==> src/rtl/ib_lut_page_loader_if.sv <==
// Stream-in and LUT write/read bus of the IB LUT page loader.
// slave = loader side, master = producer/RAM side.
interface ib_lut_page_loader_if #(
    parameter int QUAN_SIZE      = 3,
    parameter int ENTRY_PER_WORD = 4,
    parameter int ADDR_BITWIDTH  = 5
);
    logic [QUAN_SIZE*ENTRY_PER_WORD-1:0] s_data_i;
    logic                                s_valid_i;
    logic                                s_ready_o;
    logic [ADDR_BITWIDTH-1:0]            lut_write_addr_o;
    logic [QUAN_SIZE-1:0]                lut_write_data_o;
    logic                                lut_we_o;
    logic [ADDR_BITWIDTH-1:0]            lut_read_addr_o;
    logic [QUAN_SIZE-1:0]                lut_read_page_i;
    logic [1:0]                          dbg_state_o;

    modport slave (
        input  s_data_i, s_valid_i, lut_read_page_i,
        output s_ready_o, lut_write_addr_o, lut_write_data_o, lut_we_o,
               lut_read_addr_o, dbg_state_o
    );

    modport master (
        output s_data_i, s_valid_i, lut_read_page_i,
        input  s_ready_o, lut_write_addr_o, lut_write_data_o, lut_we_o,
               lut_read_addr_o, dbg_state_o
    );
endinterface

==> src/rtl/ib_lut_page_loader.sv <==
// Unpacks streamed LUT words into one-entry-per-cycle LUT RAM writes.
// Optional readback checksum: define IB_LUT_LOADER_READBACK_CHECK_EN.
module ib_lut_page_loader #(
    parameter int QUAN_SIZE      = 3,
    parameter int PAGE_NUM       = 32,
    parameter int ADDR_BITWIDTH  = 5,
    parameter int ENTRY_PER_WORD = 4
) (
    input  logic                       write_clk,
    input  logic                       rst,
    input  logic                       start_i,
    ib_lut_page_loader_if.slave        bus,
    output logic                       busy_o,
    output logic                       done_o,
    output logic                       err_o
);
    localparam int WORD_W = QUAN_SIZE * ENTRY_PER_WORD;
    localparam int WORDS  = PAGE_NUM / ENTRY_PER_WORD;
    localparam int IDX_W  = (ENTRY_PER_WORD > 1) ? $clog2(ENTRY_PER_WORD) : 1;
    localparam int CNT_W  = $clog2(WORDS + 1);
    localparam logic [ADDR_BITWIDTH-1:0] LAST_ADDR = ADDR_BITWIDTH'(PAGE_NUM - 1);
    localparam logic [IDX_W-1:0]         LAST_IDX  = IDX_W'(ENTRY_PER_WORD - 1);

    typedef enum logic [1:0] {S_IDLE = 2'd0, S_LOAD = 2'd1, S_VERIFY = 2'd2, S_DONE = 2'd3} state_t;
    state_t r_state, w_next;

    logic [WORD_W-1:0]        r_buf;
    logic [IDX_W-1:0]         r_idx;
    logic                     r_we;
    logic [CNT_W-1:0]         r_words_left;
    logic [ADDR_BITWIDTH-1:0] r_wr_addr;
    logic [QUAN_SIZE-1:0]     r_wr_data;
    logic [IDX_W-1:0]         w_idx_next;
    logic [QUAN_SIZE-1:0]     w_next_entry;
    logic                     w_ready;
    logic                     w_accept;
    logic                     w_final_write;

    // Valid/ready: a word transfers on a rising edge where s_valid_i && s_ready_o.
    // Ready depends only on registers, so the producer may hold valid without a loop.
    assign w_ready       = (r_state == S_LOAD) && (!r_we || r_idx == LAST_IDX) && (r_words_left != '0);
    assign w_accept      = bus.s_valid_i && w_ready;
    assign w_final_write = (r_state == S_LOAD) && r_we && (r_wr_addr == LAST_ADDR);
    assign w_idx_next    = r_idx + 1'b1;

    always_comb begin
        w_next_entry = '0;
        for (int j = 0; j < ENTRY_PER_WORD; j++) begin
            if (w_idx_next == IDX_W'(j)) w_next_entry = r_buf[j*QUAN_SIZE +: QUAN_SIZE];
        end
    end

`ifdef IB_LUT_LOADER_READBACK_CHECK_EN
    logic [7:0]               r_cksum;
    logic [7:0]               r_rd_sum;
    logic [7:0]               w_rd_sum_next;
    logic [ADDR_BITWIDTH-1:0] r_rd_addr;
    logic                     r_err;

    assign w_rd_sum_next = r_rd_sum + 8'(bus.lut_read_page_i);
`endif

    always_ff @(posedge write_clk) begin
        if (rst) r_state <= S_IDLE;
        else     r_state <= w_next;
    end

    always_comb begin
        w_next = r_state;
        case (r_state)
            S_IDLE: if (start_i) w_next = S_LOAD;
`ifdef IB_LUT_LOADER_READBACK_CHECK_EN
            S_LOAD:   if (w_final_write) w_next = S_VERIFY;
            S_VERIFY: if (r_rd_addr == LAST_ADDR) w_next = S_DONE;
`else
            S_LOAD:   if (w_final_write) w_next = S_DONE;
`endif
            S_DONE:  w_next = S_IDLE;
            default: w_next = S_IDLE;
        endcase
    end

    always_ff @(posedge write_clk) begin
        if (rst) begin
            r_buf        <= '0;
            r_idx        <= '0;
            r_we         <= 1'b0;
            r_words_left <= '0;
            r_wr_addr    <= '0;
            r_wr_data    <= '0;
        end else if (r_state == S_IDLE && start_i) begin
            r_idx        <= '0;
            r_we         <= 1'b0;
            r_words_left <= CNT_W'(WORDS);
            r_wr_addr    <= '0;
        end else if (r_state == S_LOAD) begin
            // The last address is held so a full bank never wraps back to 0.
            if (r_we && r_wr_addr != LAST_ADDR) r_wr_addr <= r_wr_addr + 1'b1;
            if (w_accept) begin
                r_buf        <= bus.s_data_i;
                r_wr_data    <= bus.s_data_i[QUAN_SIZE-1:0];
                r_idx        <= '0;
                r_we         <= 1'b1;
                r_words_left <= r_words_left - 1'b1;
            end else if (r_we && r_idx != LAST_IDX) begin
                r_idx     <= w_idx_next;
                r_wr_data <= w_next_entry;
            end else begin
                r_we <= 1'b0;
            end
        end
    end

`ifdef IB_LUT_LOADER_READBACK_CHECK_EN
    always_ff @(posedge write_clk) begin
        if (rst) begin
            r_cksum   <= '0;
            r_rd_sum  <= '0;
            r_rd_addr <= '0;
            r_err     <= 1'b0;
        end else if (r_state == S_IDLE && start_i) begin
            r_cksum   <= '0;
            r_rd_sum  <= '0;
            r_rd_addr <= '0;
            r_err     <= 1'b0;
        end else if (r_state == S_LOAD) begin
            if (r_we) r_cksum <= r_cksum + 8'(r_wr_data);
        end else if (r_state == S_VERIFY) begin
            r_rd_sum <= w_rd_sum_next;
            if (r_rd_addr == LAST_ADDR) r_err <= (w_rd_sum_next != r_cksum);
            else                        r_rd_addr <= r_rd_addr + 1'b1;
        end
    end

    assign bus.lut_read_addr_o = r_rd_addr;
    assign err_o               = r_err;
`else
    logic w_unused_read;
    assign w_unused_read       = ^bus.lut_read_page_i;
    assign bus.lut_read_addr_o = '0;
    assign err_o               = 1'b0;
`endif

    assign bus.s_ready_o        = w_ready;
    assign bus.lut_write_addr_o = r_wr_addr;
    assign bus.lut_write_data_o = r_wr_data;
    assign bus.lut_we_o         = r_we;
    assign bus.dbg_state_o      = r_state;
    assign busy_o               = (r_state != S_IDLE);
    assign done_o               = (r_state == S_DONE);
endmodule

==> src/flat_wrapper.sv <==
// flat-port wrapper written by rule: the top's interface ports become plain ports
module ib_lut_page_loader_flat 
#(
    parameter int QUAN_SIZE      = 3,
    parameter int PAGE_NUM       = 32,
    parameter int ADDR_BITWIDTH  = 5,
    parameter int ENTRY_PER_WORD = 4
)
  (write_clk, rst, start_i, busy_o, done_o, err_o, bus_s_data_i, bus_s_valid_i, bus_lut_read_page_i, bus_s_ready_o, bus_lut_write_addr_o, bus_lut_write_data_o, bus_lut_we_o, bus_lut_read_addr_o, bus_dbg_state_o);
  ib_lut_page_loader_if #(.QUAN_SIZE(QUAN_SIZE), .ENTRY_PER_WORD(ENTRY_PER_WORD), .ADDR_BITWIDTH(ADDR_BITWIDTH)) bus_i ();
  input  logic write_clk;
  input  logic rst;
  input  logic start_i;
  output logic busy_o;
  output logic done_o;
  output logic err_o;
  input wire logic [$bits(bus_i.s_data_i)-1:0] bus_s_data_i;
  input wire logic [$bits(bus_i.s_valid_i)-1:0] bus_s_valid_i;
  input wire logic [$bits(bus_i.lut_read_page_i)-1:0] bus_lut_read_page_i;
  output wire logic [$bits(bus_i.s_ready_o)-1:0] bus_s_ready_o;
  output wire logic [$bits(bus_i.lut_write_addr_o)-1:0] bus_lut_write_addr_o;
  output wire logic [$bits(bus_i.lut_write_data_o)-1:0] bus_lut_write_data_o;
  output wire logic [$bits(bus_i.lut_we_o)-1:0] bus_lut_we_o;
  output wire logic [$bits(bus_i.lut_read_addr_o)-1:0] bus_lut_read_addr_o;
  output wire logic [$bits(bus_i.dbg_state_o)-1:0] bus_dbg_state_o;
  assign bus_i.s_data_i = bus_s_data_i;
  assign bus_i.s_valid_i = bus_s_valid_i;
  assign bus_i.lut_read_page_i = bus_lut_read_page_i;
  assign bus_s_ready_o = bus_i.s_ready_o;
  assign bus_lut_write_addr_o = bus_i.lut_write_addr_o;
  assign bus_lut_write_data_o = bus_i.lut_write_data_o;
  assign bus_lut_we_o = bus_i.lut_we_o;
  assign bus_lut_read_addr_o = bus_i.lut_read_addr_o;
  assign bus_dbg_state_o = bus_i.dbg_state_o;
  ib_lut_page_loader #(.QUAN_SIZE(QUAN_SIZE), .PAGE_NUM(PAGE_NUM), .ADDR_BITWIDTH(ADDR_BITWIDTH), .ENTRY_PER_WORD(ENTRY_PER_WORD)) u_core (.write_clk(write_clk), .rst(rst), .start_i(start_i), .bus(bus_i), .busy_o(busy_o), .done_o(done_o), .err_o(err_o));
endmodule
==> config.mk <==
export PLATFORM = sky130hd
export DESIGN_NAME = ib_lut_page_loader_flat
export DESIGN_NICKNAME = d
export VERILOG_FILES = /design/src/rtl/ib_lut_page_loader_if.sv /design/src/rtl/ib_lut_page_loader.sv /design/src/flat_wrapper.sv
export SDC_FILE = /design/constraint.sdc
export NUM_CORES = 1
export LEC_CHECK = 0
export BUFFER_PORTS_ARGS = -buffer_cell sky130_fd_sc_hd__buf_2
export CAP_MARGIN = 30
export CORE_AREA = 2 2 46 69
export CTS_BUF_LIST = sky130_fd_sc_hd__clkbuf_4 sky130_fd_sc_hd__clkbuf_8
export DETAILED_ROUTE_END_ITERATION = 16
export DIE_AREA = 0 0 48 71
export MAX_ROUTING_LAYER = met4
export PLACE_DENSITY_LB_ADDON = 0.12
export SLEW_MARGIN = 25
export SYNTH_ARGS = -nofsm -noshare
export SYNTH_HDL_FRONTEND = slang
export SYNTH_SLANG_ARGS = --single-unit
==> constraint.sdc <==
create_clock -name write_clk -period 2 [get_ports write_clk]
set_input_delay 0.1 -clock write_clk [delete_from_list [all_inputs] [get_ports write_clk]]
set_output_delay 0.1 -clock write_clk [all_outputs]
set_load 0.01 [all_outputs]
## Word level (Yosys, flattened, before mapping)

Index checks and enable logic that the tools add are counted.

| word-level totals | value |
|---|---|
| bits in registers | 29 |
| bits of input ports | 19 |
| output and inout port bits | 20 |
| word-level logic and storage cells | 66 |

| operators by class | value |
|---|---|
| add/subtract/negate cells | 3 |
| equality and inequality tests | 12 |
| mux-type cells | 16 |
| bitwise gates (word level) | 1 |
| reduce and logical (&&, ||, !) cells | 26 |

Operator list:

| cell | number |
|---|---|
| 2-to-1 mux 3 bit | 6 |
| 2-to-1 mux 4 bit | 3 |
| AND reduction 2 bit | 6 |
| equality test 2 bit (second input constant) | 4 |
| logical AND 1 bit | 8 |
| 2-to-1 mux 2 bit | 4 |
| nonzero test 2 bit | 4 |
| AND reduction 3 bit | 2 |
| adder 5 x 1 -> 5 bit (second input constant) | 1 |
| equality test 5 bit (second input constant) | 1 |
| inequality test 5 bit (second input constant) | 1 |
| equality test 2 x 1 -> 1 bit (second input constant) | 2 |
| zero test 2 bit | 2 |
| inequality test 2 x 1 -> 1 bit (second input constant) | 2 |
| inequality test 2 bit (second input constant) | 2 |
| case mux 2 bit (2 select lines) | 1 |
| nonzero test 4 bit | 1 |
| subtractor 4 x 1 -> 4 bit (second input constant) | 1 |
| adder 2 x 1 -> 2 bit (second input constant) | 1 |
| 2-to-1 mux 1 bit | 2 |
| OR reduction 2 bit | 1 |
| zero test 1 bit | 1 |
| logical OR 1 bit | 1 |
| inverter 1 bit | 1 |

## Longest topological paths before layout

Gate-level depths: netlist of the first run.

| depth | value |
|---|---|
| word-level depth | 8 |
| gate-level depth with buffers | 8 |
| gate-level depth less buffers | 7 |

## Worst setup path after synthesis of the first run

OpenSTA, ideal clock, no wires.

| timing path | value |
|---|---|
| path kind | register -> register |
| start point | register u_core.r_wr_addr[0] (netlist: u_core.bus.lut_write_addr_o[0]) |
| end point | register u_core.r_wr_addr[3] (netlist: u_core.bus.lut_write_addr_o[3]) |
| setup time | 0.117 ns |
| data arrival time | 1.614 ns |
| data required time | 1.883 ns |
| setup slack | 0.269 ns |
| cell stages (with the launch flop) | 9 |
| buffers on the path | 1 |
| period minus slack after synthesis | 1.731 ns |
| cell sequence | dfxtp_1 ha_1 and3_1 ha_1 nor4bb_1 buf_2 nand4_1 xor2_1 nor2_1 |

| on the way | value |
|---|---|
| cells in the longest elaborated chain, start to end | 3 |
| elaborated cells between the ends (all ways) | 4 |
| those cells by class | add/sub: 1; eq/ne: 1; reduce/logical: 2 |

Ends and longest elaborated chain:

| item | RTL line | text |
|---|---|---|
| start: declaration | ib_lut_page_loader.sv:31 | `logic [ADDR_BITWIDTH-1:0] r_wr_addr;` |
| start signal: assignment | ib_lut_page_loader.sv:98 | `if (r_we && r_wr_addr != LAST_ADDR) r_wr_addr <= r_wr_addr + 1'b1;` |
| branches (longest 3 deep; another with adder 5 x 1 -> 5 bit) | -- |  |

Several ways; the timed one is not identified.
A chain may end at the register's enable or synchronous reset.

## Final worst setup path of the first run

| timing path | value |
|---|---|
| start point | register u_core.r_words_left[0] |
| end point | register u_core.r_words_left[2] |

| on the way | value |
|---|---|
| cells in the longest elaborated chain, start to end | 4 |
| elaborated cells between the ends (all ways) | 5 |
| those cells by class | add/sub: 1; reduce/logical: 4 |

Ends and longest elaborated chain:

| item | RTL line | text |
|---|---|---|
| start: declaration | ib_lut_page_loader.sv:30 | `logic [CNT_W-1:0] r_words_left;` |
| start signal: assignment | ib_lut_page_loader.sv:94 | `r_words_left <= CNT_W'(WORDS);` |
| start signal: assignment | ib_lut_page_loader.sv:104 | `r_words_left <= r_words_left - 1'b1;` |
| branches (longest 4 deep; another with subtractor 4 x 1 -> 4 bit) | -- |  |

Several ways; the timed one is not identified.

==> results of run 1 <==
per-layer routing:
layer | share of wire | vias to the layer above | routed length (um) | GRT usage
li1 | - | 619 | - | -
met1 | 0.42 | 539 | 1214 | 0.1994
met2 | 0.49 | 32 | 1403 | 0.3111
met3 | 0.054 | 9 | 154 | 0.07143
met4 | 0.030 | 0 | 85 | 0.1081
met5 | 0 | - | 0 | -
power by group:
part / switching [W] / internal [W]
clock: 0.000210 / 0.000286
combinational: 0.0000595 / 0.0000469
sequential: 0.0000108 / 0.000593
worst max path at each step:
stage / start / end / slack [ps] / depth (start not counted)
3_5_place_dp: u_core.bus.lut_write_addr_o[0] / u_core.bus.lut_write_addr_o[3] / 190 / 8
3_3_place_gp: u_core.r_words_left[0] / u_core.r_words_left[2] / 200 / 6
5_1_grt: u_core.r_words_left[0] / u_core.r_words_left[2] / 20 / 6
4_1_cts: u_core.r_words_left[0] / u_core.r_words_left[2] / 170 / 6
2_1_floorplan: u_core.bus.lut_write_addr_o[0] / u_core.bus.lut_write_addr_o[3] / 270 / 8
6_report: u_core.r_words_left[0] / u_core.r_words_left[2] / 160 / 6
per-stage QoR:
stage	instance area [um2]	hold WS, ps
finish	1670	51.70
floorplan	1446	236.0
global route	1670	53.76
detailed placement	1580	347.1
global placement	1580	341.2
CTS	1670	45.87
cells in the mapped netlist, types with 2 or more instances:
cell type  number
buf_4           6
buf_2           4
nand3b_1        4
inv_1           9
a21oi_1        19
o21ai_0         3
a211oi_1        3
nor2_1          9
nand2_1        35
xnor2_1         3
nor3_1          5
o221ai_1        2
xor2_1          2
ha_1            8
mux2i_1         2
clkbuf_1        2
dfxtp_1        29
or2_2           3
buf_6           2
logic make-up after synthesis:
kind of cell	Yosys count	share of synthesized area
buffers and inverters	23	0.09027
AND/OR/NAND/NOR	67	0.2270
flip-flops	29	0.4067
adder cells (fa/ha/maj)	8	0.07012
multiplexers	2	0.01402
AO/OA/AOI/OAI	34	0.1586
other	1	0.002627
XOR/XNOR	5	0.03068
registers in the layout, summed over array words and instances, names as in the netlist:
register / count
u_core.r_words_left: 4
u_core.bus.lut_we_o: 1
u_core.bus.lut_write_data_o: 3
u_core.r_idx: 2
u_core.bus.dbg_state_o: 2
u_core.bus.lut_write_addr_o: 5
u_core.r_buf: 12
final cells by class:
| class | count | area share |
|---|---|---|
| Clock buffer | 7 | 0.05393 |
| Inverter | 9 | 0.02022 |
| Multi-Input combinational cell | 122 | 0.4412 |
| Sequential cell | 29 | 0.3476 |
| Tap cell | 39 | 0.02921 |
| Timing Repair Buffer | 32 | 0.1079 |
worst max-delay path: stages, from the launching register on:
cell and delay (ps):
dfxtp_1 360, inv_1 60, ha_1 200, or3b_4 250, o2111ai_2 340, or3_1 430
a21oi_1 140
==> results.tsv, run 1 <==
stage	metric	value	unit
outcome	status	complete, no violations	
cts	htree depth	2	
synthesis	ranking of synthesized cells by area	dfxtp_1 (41%), nand2_1 (9.2%), ha_1 (7.0%)	
floorplan	die area	3408	um2
worst_setup_path	reg2reg end	u_core.r_words_left[2]	
drt	drt wl/cell	12.01	um
final_layout	fin util	0.5855	
cts	Post-CTS Resized	0	
cts	post-CTS setup buffers	0	
run	number of max-cap violations	0	
worst_hold_path	startpoint of the worst hold path	bus_s_data_i[6]	
cts	clock slew at reported path FFs	60	ps
timing	final setup vio count	0	
synthesis	Mean Syn Cell Area	8.447	um2
final_layout	area grow syn2layout	17.00	%
synthesis	Post-Syn Area	1428	um2
drt	# DRC	0	
cts	Clock Tree Root	clkbuf_8	
synthesis	share of the synthesized area in the top cell type	0.4067	
final_layout	fill cell count	271	
timing	final count of hold timing violations	0	
worst_setup_path	CP Max Fanout	14	
floorplan	initial core utilization	0.5004	
grt	Total GRT Usage	0.1968	
floorplan	row count	24	
floorplan	num ports	39	
worst_setup_path	r2r startpoint	u_core.r_words_left[0]	
synthesis	asr flop ratio synth	0	
grt	initial antenna violation count	0	
timing	actual slew at the worst max-slew pin	622.1	ps
final_layout	Layout Cells excl Fill	238	
synthesis	post-synth cell types	38	
final_layout	flip-flop and latch area	580.6	um2
worst_setup_path	critical path startpoint category	flop	
grt	vias in the first global route	1096	
worst_setup_path	reg-to-reg slack, setup	160	ps
synthesis	Post-synth EDFFs	0	
synthesis	Synth area leader	dfxtp_1	
timing	max-slew violations	0	
worst_setup_path	Critical Path End Type	flop	
drt	Vias	1199	
timing	Slew HR	0.5853	
timing	RSZ-0062 raised after global routing	no	
cts	hold-fix buffers at CTS	0	
cts	Worst-Skew Late Latency	280	ps
power_and_ir_drop	P_leak	0.6892	nW
synthesis	Synth Warn #	0	
worst_hold_path	Hold Path End	u_core.r_buf[6]	
drt	final WL	2858	um
placement	worst slack, placed	186.6	ps
cts	CTS max path bufs	2	
placement	placed cell count	231	
synthesis	gate count of the mapped netlist	169	
worst_setup_path	CP arrival	2060	ps
timing	fmax	0.5422	GHz
floorplan	core area	2853	um2
worst_setup_path	Reg2Reg Depth	6	
power_and_ir_drop	total power	0.001206	W
placement	Port-buffer cells	29	
worst_hold_path	Worst Hold Class	in2reg	
final_layout	Antenna diodes	0	
drt	Antenna Nets Post-Route	0	
worst_hold_path	Hold Path Depth	3	
grt	first-pass GRT wire length	4595	um
synthesis	Seq/Total Area, Yosys	0.4067	
worst_setup_path	WP data required	2210	ps
final_layout	multi-input logic area	737.0	um2
synthesis	#FFs+latches synth	29	
timing	final setup margin	155.7	ps
timing	Setup Skew	4.932	ps
drt	DRT iter0 DRCs	24	
timing	post-route setup TNS	0	ps
placement	Post-DP HPWL	2077	um
timing	min Tclk post-route	1844	ps
synthesis	Synth Flop Type	dfxtp_1	
timing	crit share post-route	0.9221	
cts	CTS tree	yes	
final_layout	most common cell after layout, fill and taps aside	nand2_1	
cts	CTS Buf Count	5	
placement	Final Wtd Congestion	0.7802	
drt	drt pass-1 iters	4	
power_and_ir_drop	peak supply drop	0.5335	mV
final_layout	most frequent cells in the layout	nand2_1 (35), buf_2 (29), dfxtp_1 (29)	
worst_setup_path	CP Class	reg2reg	
cts	clk sink count	29	
final_layout	fin nets	226	
floorplan	Die Ht	71	um
grt	gr ovfl total	0	
floorplan	die span in x	48	um
grt	largest net degree at the start of global routing	21	
drt	routed vias/inst	5.038	
power_and_ir_drop	PD cells	722.0	nW/um2
final_layout	layout cells sized above 1	0.2362	
(Power assumes the default switching activity.)
==> run 2: changes to the inputs <==
--- a/config.mk
+++ b/config.mk
@@ -5,6 +5,7 @@
 export SDC_FILE = /design/constraint.sdc
 export NUM_CORES = 1
 export LEC_CHECK = 0
+export ABC_AREA = 1
 export BUFFER_PORTS_ARGS = -buffer_cell sky130_fd_sc_hd__buf_2
 export CAP_MARGIN = 30
 export CORE_AREA = 2 2 46 69
==> results.tsv, run 2 <==
stage	metric	value	unit
cts	Post-CTS Resized	0	
worst_setup_path	critical path startpoint category	flop	
worst_hold_path	Hold Path Depth	3	
timing	fmax	0.5959	GHz
timing	min Tclk post-route	1678	ps
final_layout	Layout Cells excl Fill	279	
power_and_ir_drop	Clock Power Share	0.410	
worst_setup_path	Reg2Reg Depth	7	
timing	final setup margin	321.7	ps
power_and_ir_drop	Psw	0.0002942	W
synthesis	Mean Syn Cell Area	7.096	um2
synthesis	Post-Synth Adder-Cell Area	0.06814	
drt	DRT iter0 DRCs	14	
floorplan	die area	3408	um2
synthesis	Post-Syn Area	1469	um2
cts	CTS max path bufs	2	
synthesis	Synth Flop Type	dfxtp_1	
drt	Vias	1321	
grt	first-pass GRT wire length	4650	um
power_and_ir_drop	P_leak	0.8209	nW
worst_setup_path	CP arrival	1850	ps
cts	CTS Buf Count	5	
cts	Worst-Skew Late Latency	280	ps
worst_setup_path	CP Max Fanout	11	
placement	worst slack, placed	323.5	ps
drt	final WL	2936	um
power_and_ir_drop	PD cells	711.7	nW/um2
worst_setup_path	WP data required	2170	ps
cts	clock slew at reported path FFs	60	ps
power_and_ir_drop	combinational fraction of design power	0.095	
cts	htree depth	2	
worst_setup_path	r2r startpoint	u_core.r_words_left[0]	
synthesis	largest family of logic cells by synthesized area	simple AND/OR/NAND/NOR gates	
outcome	status	complete, no violations	
placement	Port-buffer cells	29	
synthesis	Post-synth top cells	nand2_1 (50), dfxtp_1 (29), a21oi_1 (26), inv_1 (26), nor2_1 (19)	
floorplan	num ports	39	
floorplan	Die Ht	71	um
final_layout	multi-input logic area	721.9	um2
cts	CTS tree	yes	
final_layout	layout cells sized above 1	0.1917	
grt	met3 GRT Util	0.07653	
timing	post-route setup TNS	0	ps
grt	most crowded layer after global routing	met2	
final_layout	final instance area	1709	um2
synthesis	share of the synthesized area in the top cell type	0.3952	
floorplan	initial core utilization	0.5149	
worst_hold_path	startpoint of the worst hold path	bus_s_data_i[7]	
final_layout	Top reg by flops	u_core.r_buf	
cts	clk sink count	29	
grt	Total GRT Usage	0.2053	
placement	Placement Cell Area	1619	um2
synthesis	#FFs+latches synth	29	
grt	met2 usage	0.3467	
worst_setup_path	Buf/Inv on CP	2	
cts	hold-fix buffers at CTS	0	
final_layout	most frequent cells in the layout	nand2_1 (50), buf_2 (29), dfxtp_1 (29)	
timing	max-slew violations	0	
grt	gr ovfl total	0	
power_and_ir_drop	total power	0.001216	W
synthesis	Post-synth EDFFs	0	
placement	Final Wtd Congestion	0.7731	
synthesis	xor/xnor cell area share of the yosys netlist	0.005963	
synthesis	count leader, synth	nand2_1	
final_layout	most common cell after layout, fill and taps aside	nand2_1	
worst_setup_path	cells along the critical path	inv_1, ha_1, nand2_1, nand3_2, buf_4, o21ai_0, a21oi_1	
synthesis	Seq/Total Area, Yosys	0.3952	
synthesis	Synth Warn #	0	
synthesis	area fraction in compound gates after synthesis	0.1363	
synthesis	Synth area leader	dfxtp_1	
drt	drt wl/cell	10.52	um
worst_hold_path	Hold Path End	u_core.r_buf[7]	
floorplan	die span in x	48	um
grt	vias in the first global route	1153	
power_and_ir_drop	peak supply drop	0.4783	mV
placement	placed cell count	272	
timing	RSZ-0062 raised after global routing	no	
placement	Post-DP HPWL	2278	um
timing	final setup vio count	0	
timing	crit share post-route	0.8391	
synthesis	asr flop ratio synth	0	
worst_setup_path	reg-to-reg slack, setup	320	ps
grt	largest net degree at the start of global routing	12	
synthesis	post-synthesis mux area share	0	
final_layout	flip-flop and latch area	580.6	um2
grt	initial antenna violation count	0	
final_layout	Largest register FFs	12	
final_layout	fill cell count	296	
drt	drt pass-1 iters	4	
synthesis	post-synth cell types	24	
power_and_ir_drop	sequential cell fraction of total power	0.495	
synthesis	Post-Synth Simple-Gate Area	0.2658	
floorplan	row count	24	
cts	Clock Tree Root	clkbuf_8	
run	number of max-cap violations	0	
final_layout	area grow syn2layout	16.35	%
timing	final count of hold timing violations	0	
synthesis	ranking of synthesized cells by area	dfxtp_1 (40%), nand2_1 (13%), a21oi_1 (8.9%)	
worst_setup_path	Critical Path Max Stage Delay	310	ps
worst_setup_path	Top delay family on crit path	simple AND/OR/NAND/NOR gates	
final_layout	fin nets	267	
worst_setup_path	Critical Path End Type	flop	
worst_setup_path	CP max-delay cell	dfxtp_1	
synthesis	gate count of the mapped netlist	207	
final_layout	Antenna diodes	0	
floorplan	core area	2853	um2
drt	routed vias/inst	4.735	
drt	# DRC	0	
worst_setup_path	reg2reg end	u_core.r_buf[3]	
cts	post-CTS setup buffers	0	
worst_setup_path	CP Class	reg2reg	
worst_hold_path	Worst Hold Class	in2reg	
power_and_ir_drop	total internal power	0.0009222	W
timing	Setup Skew	2.118	ps
grt	met1 GRT Util	0.1853	
drt	Antenna Nets Post-Route	0	
power_and_ir_drop	switching share of power	0.2419	
## run 2: cell count changes after synthesis, sizes merged, moves of 7 or more
cell   before  now
nand2      35   52
nand3       1   11
o21ai       4   14
a21oi      19   26
inv         9   28
nor2        9   21
## run 2: routing by layer
layer  routed length [um]  vias to the layer above
met5                    0                        -
met1                 1138                      590
li1                     -                      708
met4                   72                        0
met3                  102                        5
met2                 1622                       18
## run 2: logic make-up after synthesis
kind of cell | count (synthesis)
AO/OA/AOI/OAI | 40
buffers and inverters | 38
flip-flops | 29
XOR/XNOR | 1
adder cells (fa/ha/maj) | 8
AND/OR/NAND/NOR | 90
other | 1
## run 2: worst max-delay path by stage
stage	startpoint	endpoint	slack, ps	cells past startpoint
detailed placement	u_core.bus.lut_write_addr_o[0]	u_core.bus.lut_write_addr_o[3]	320	10
global route	u_core.bus.lut_write_addr_o[0]	u_core.bus.lut_write_addr_o[3]	100	10
global placement	u_core.bus.lut_write_addr_o[0]	u_core.bus.lut_write_addr_o[3]	340	10
CTS	u_core.bus.lut_write_addr_o[0]	u_core.bus.lut_write_addr_o[3]	300	10
floorplan	u_core.bus.lut_write_addr_o[0]	u_core.bus.lut_write_addr_o[3]	500	10
finish	u_core.r_words_left[0]	u_core.r_buf[3]	320	7
## run 2: area by class of cell
class	count	area share
sequential	29	0.3397
timing repair buffer	31	0.09370
tap	39	0.02855
clock buffer	7	0.05271
multi-input combinational	145	0.4224
inverter	28	0.06296
## run 2: power by group through the flow
| stage | clock, W | sequential [W] | combinational [W] |
|---|---|---|---|
| final | 0.000498 | 0.000602 | 0.000116 |
| after global routing | 0.000534 | 0.000604 | 0.000133 |
| after CTS | 0.000508 | 0.000602 | 0.000118 |
| after detailed placement | 0 | 0.000615 | 0.000117 |
| after global placement | 0 | 0.000615 | 0.000117 |
| after floorplan | 0 | 0.000616 | 0.0000863 |
## run 2: worst register-to-register path: stages, from the launching register on
cell,delay [ps]
dfxtp_1,310
inv_1,80
ha_1,230
nand2_1,190
nand3_2,280
buf_4,270
o21ai_0,160
a21oi_1,60
## run 2: through the flow
| step | hold WS (ps) | util |
|---|---|---|
| global placement | 353.2 | 0.5675 |
| detailed placement | 360.8 | 0.5675 |
| global route | 71.64 | 0.5991 |
| CTS | 60.94 | 0.5991 |
| floorplan | 242.7 | - |
| finish | 66.76 | 0.5991 |
==> run 3: changes to the inputs <==
--- a/config.mk
+++ b/config.mk
@@ -5,7 +5,7 @@
 export SDC_FILE = /design/constraint.sdc
 export NUM_CORES = 1
 export LEC_CHECK = 0
-export ABC_AREA = 1
+export ABC_AREA = 0
 export BUFFER_PORTS_ARGS = -buffer_cell sky130_fd_sc_hd__buf_2
 export CAP_MARGIN = 30
 export CORE_AREA = 2 2 46 69
==> constraint.sdc (replaced) <==
create_clock -name write_clk -period 1.6 [get_ports write_clk]
set_input_delay 0.08 -clock write_clk [delete_from_list [all_inputs] [get_ports write_clk]]
set_output_delay 0.08 -clock write_clk [all_outputs]
set_load 0.01 [all_outputs]
==> results.tsv, run 3 (synthesized netlist as in run 1, its figures left out) <==
stage	metric	value	unit
outcome	status	complete, but fails checks	
outcome	violated checks	setup timing	
drt	routed vias/inst	5.016	
worst_setup_path	Worst path most repeated cell	ha_4	
grt	initial antenna violation count	0	
drt	Vias	1274	
final_layout	Largest register FFs	12	
cts	Worst-Skew Late Latency	280	ps
worst_setup_path	critical path startpoint category	flop	
drt	DRT iter0 DRCs	29	
timing	max-slew violations	0	
grt	largest net degree at the start of global routing	20	
power_and_ir_drop	PD cells	785.4	nW/um2
floorplan	core area	2853	um2
power_and_ir_drop	total power	0.001535	W
drt	met3 routed WL	140	um
worst_setup_path	Critical Path Max Stage Delay	350	ps
timing	worst hold slack	25.36	ps
worst_setup_path	WP data required	1770	ps
final_layout	Layout Cells excl Fill	254	
timing	fmax	0.5995	GHz
worst_setup_path	cells along the critical path	ha_4, and3_4, ha_4, nor4bb_4, buf_4, nand4_1, xor2_1, nor2_1	
power_and_ir_drop	switching share of power	0.2515	
worst_setup_path	Critical Path End Type	flop	
placement	worst slack, placed	-136.5	ps
drt	Top Metal Used	met4	
drt	metal2 WL	1682	um
floorplan	die area	3408	um2
timing	final setup margin	-67.93	ps
grt	vias in the first global route	1236	
final_layout	fin nets	241	
worst_setup_path	CP max-delay cell	dfxtp_4	
final_layout	final instance area	1954	um2
floorplan	die span in x	48	um
worst_setup_path	Top delay family on crit path	simple AND/OR/NAND/NOR gates	
worst_setup_path	CP Max Fanout	5	
worst_hold_path	Worst Hold Class	in2reg	
power_and_ir_drop	total internal power	0.001149	W
cts	clk sink count	29	
drt	# DRC	0	
cts	clock slew at reported path FFs	60	ps
worst_setup_path	Buf/Inv on CP	1	
floorplan	num ports	39	
placement	Port-buffer cells	29	
cts	htree depth	2	
power_and_ir_drop	sequential cell fraction of total power	0.492	
timing	final setup vio count	2	
cts	CTS Buf Count	5	
final_layout	most common cell after layout, fill and taps aside	nand2_1	
final_layout	area grow syn2layout	36.90	%
cts	CTS tree	yes	
grt	first-pass GRT wire length	5064	um
drt	drt wl/cell	12.41	um
grt	gr ovfl total	0	
floorplan	Die Ht	71	um
timing	crit share post-route	1.042	
final_layout	Top reg by flops	u_core.r_buf	
cts	CTS max path bufs	2	
drt	final WL	3151	um
timing	Setup Skew	6.113	ps
placement	placed cell count	243	
power_and_ir_drop	combinational fraction of design power	0.119	
drt	met1 wire length	1222	um
power_and_ir_drop	peak supply drop	0.6085	mV
placement	Placement Cell Area	1683	um2
floorplan	row count	24	
timing	final count of hold timing violations	0	
run	number of max-cap violations	0	
cts	Clock Tree Root	clkbuf_8	
power_and_ir_drop	Psw	0.0003861	W
final_layout	most frequent cells in the layout	nand2_1 (33), buf_2 (28), dfxtp_1 (24)	
floorplan	initial core utilization	0.5004	
timing	min Tclk post-route	1668	ps
grt	Total GRT Usage	0.2119	
placement	Post-DP HPWL	2297	um
cts	hold-fix buffers at CTS	0	
worst_setup_path	CP arrival	1840	ps
drt	drt pass-1 iters	4	
power_and_ir_drop	Clock Power Share	0.389	
final_layout	Antenna diodes	0	
drt	Antenna Nets Post-Route	0	
timing	RSZ-0062 raised after global routing	yes	
final_layout	layout cells sized above 1	0.4000	
power_and_ir_drop	P_leak	0.7897	nW
placement	Final Wtd Congestion	0.7933	
worst_setup_path	CP Class	reg2reg	
run 3: cell types whose count changed in the layout (fill, tap and decap cells not counted), moves of 3 or more:
cell      previous run  this run
inv_1               26         7
nand2_1             50        33
ha_1                 8         4
nor2_1              19         9
buf_4                2         9
a21oi_1             26        19
dfxtp_2              0         4
ha_4                 0         3
o21ai_0             14         2
nand3b_1             0         4
buf_6                0         8
nand3_1             10         1
dfxtp_1             29        24
run 3: through the flow:
| stage | setup TNS (ps) | util |
|---|---|---|
| 2_1_floorplan | -53.39 | - |
| 3_3_place_gp | -227.1 | 0.5899 |
| 3_5_place_dp | -708.4 | 0.5899 |
| 4_1_cts | -288.4 | 0.6456 |
| 5_1_grt | -979.3 | 0.6851 |
| 6_report | -111.2 | 0.6851 |
run 3: path summary, 6_finish.rpt:
| path | start | endpoint | slack [ps] | cells past startpoint |
|---|---|---|---|---|
| max | u_core.bus.lut_write_addr_o[0] | u_core.bus.lut_write_addr_o[3] | -70 | 8 |
| min | bus_s_data_i[4] | u_core.r_buf[4] | 30 | 3 |
| max reg2reg | u_core.bus.lut_write_addr_o[0] | u_core.bus.lut_write_addr_o[3] | -70 | 8 |
| min reg2reg | u_core.r_buf[7] | u_core.r_buf[7] | 460 | 2 |
run 3: layout make-up:
type	instances	area, um2
clock inverter	2	10.01
multi-input combinational	122	863.3
sequential	29	589.3
clock buffer	6	76.32
inverter	9	33.78
timing repair buffer	47	332.8
fill	245	898.4
tap	39	48.80
run 3: timing repair:
item / in CTS / in global routing
endpoints found under the setup margin: 12 / 20
gates resized for setup: 15 / 19
setup buffers: 3 / 1
pin swaps: 8 / 10
run 3: power groups by stage:
stage | Clock [W] | Sequential (W) | Combinational, W
after global routing | 0.000648 | 0.000757 | 0.000200
after floorplan | 0 | 0.000769 | 0.0000991
final | 0.000597 | 0.000755 | 0.000183
after global placement | 0 | 0.000767 | 0.000140
after detailed placement | 0 | 0.000768 | 0.000143
after CTS | 0.000617 | 0.000754 | 0.000156
run 3: worst min-delay path, stage by stage:
cell and delay [ps]:
buf_2 90, nand2_1 40, a21oi_1 50
run 3: layer usage:
layer	GRT usage	vias up
met3	0.05612	12
met4	0.1201	0
met1	0.2224	588
li1	-	647
met2	0.3378	27
met5	-	-
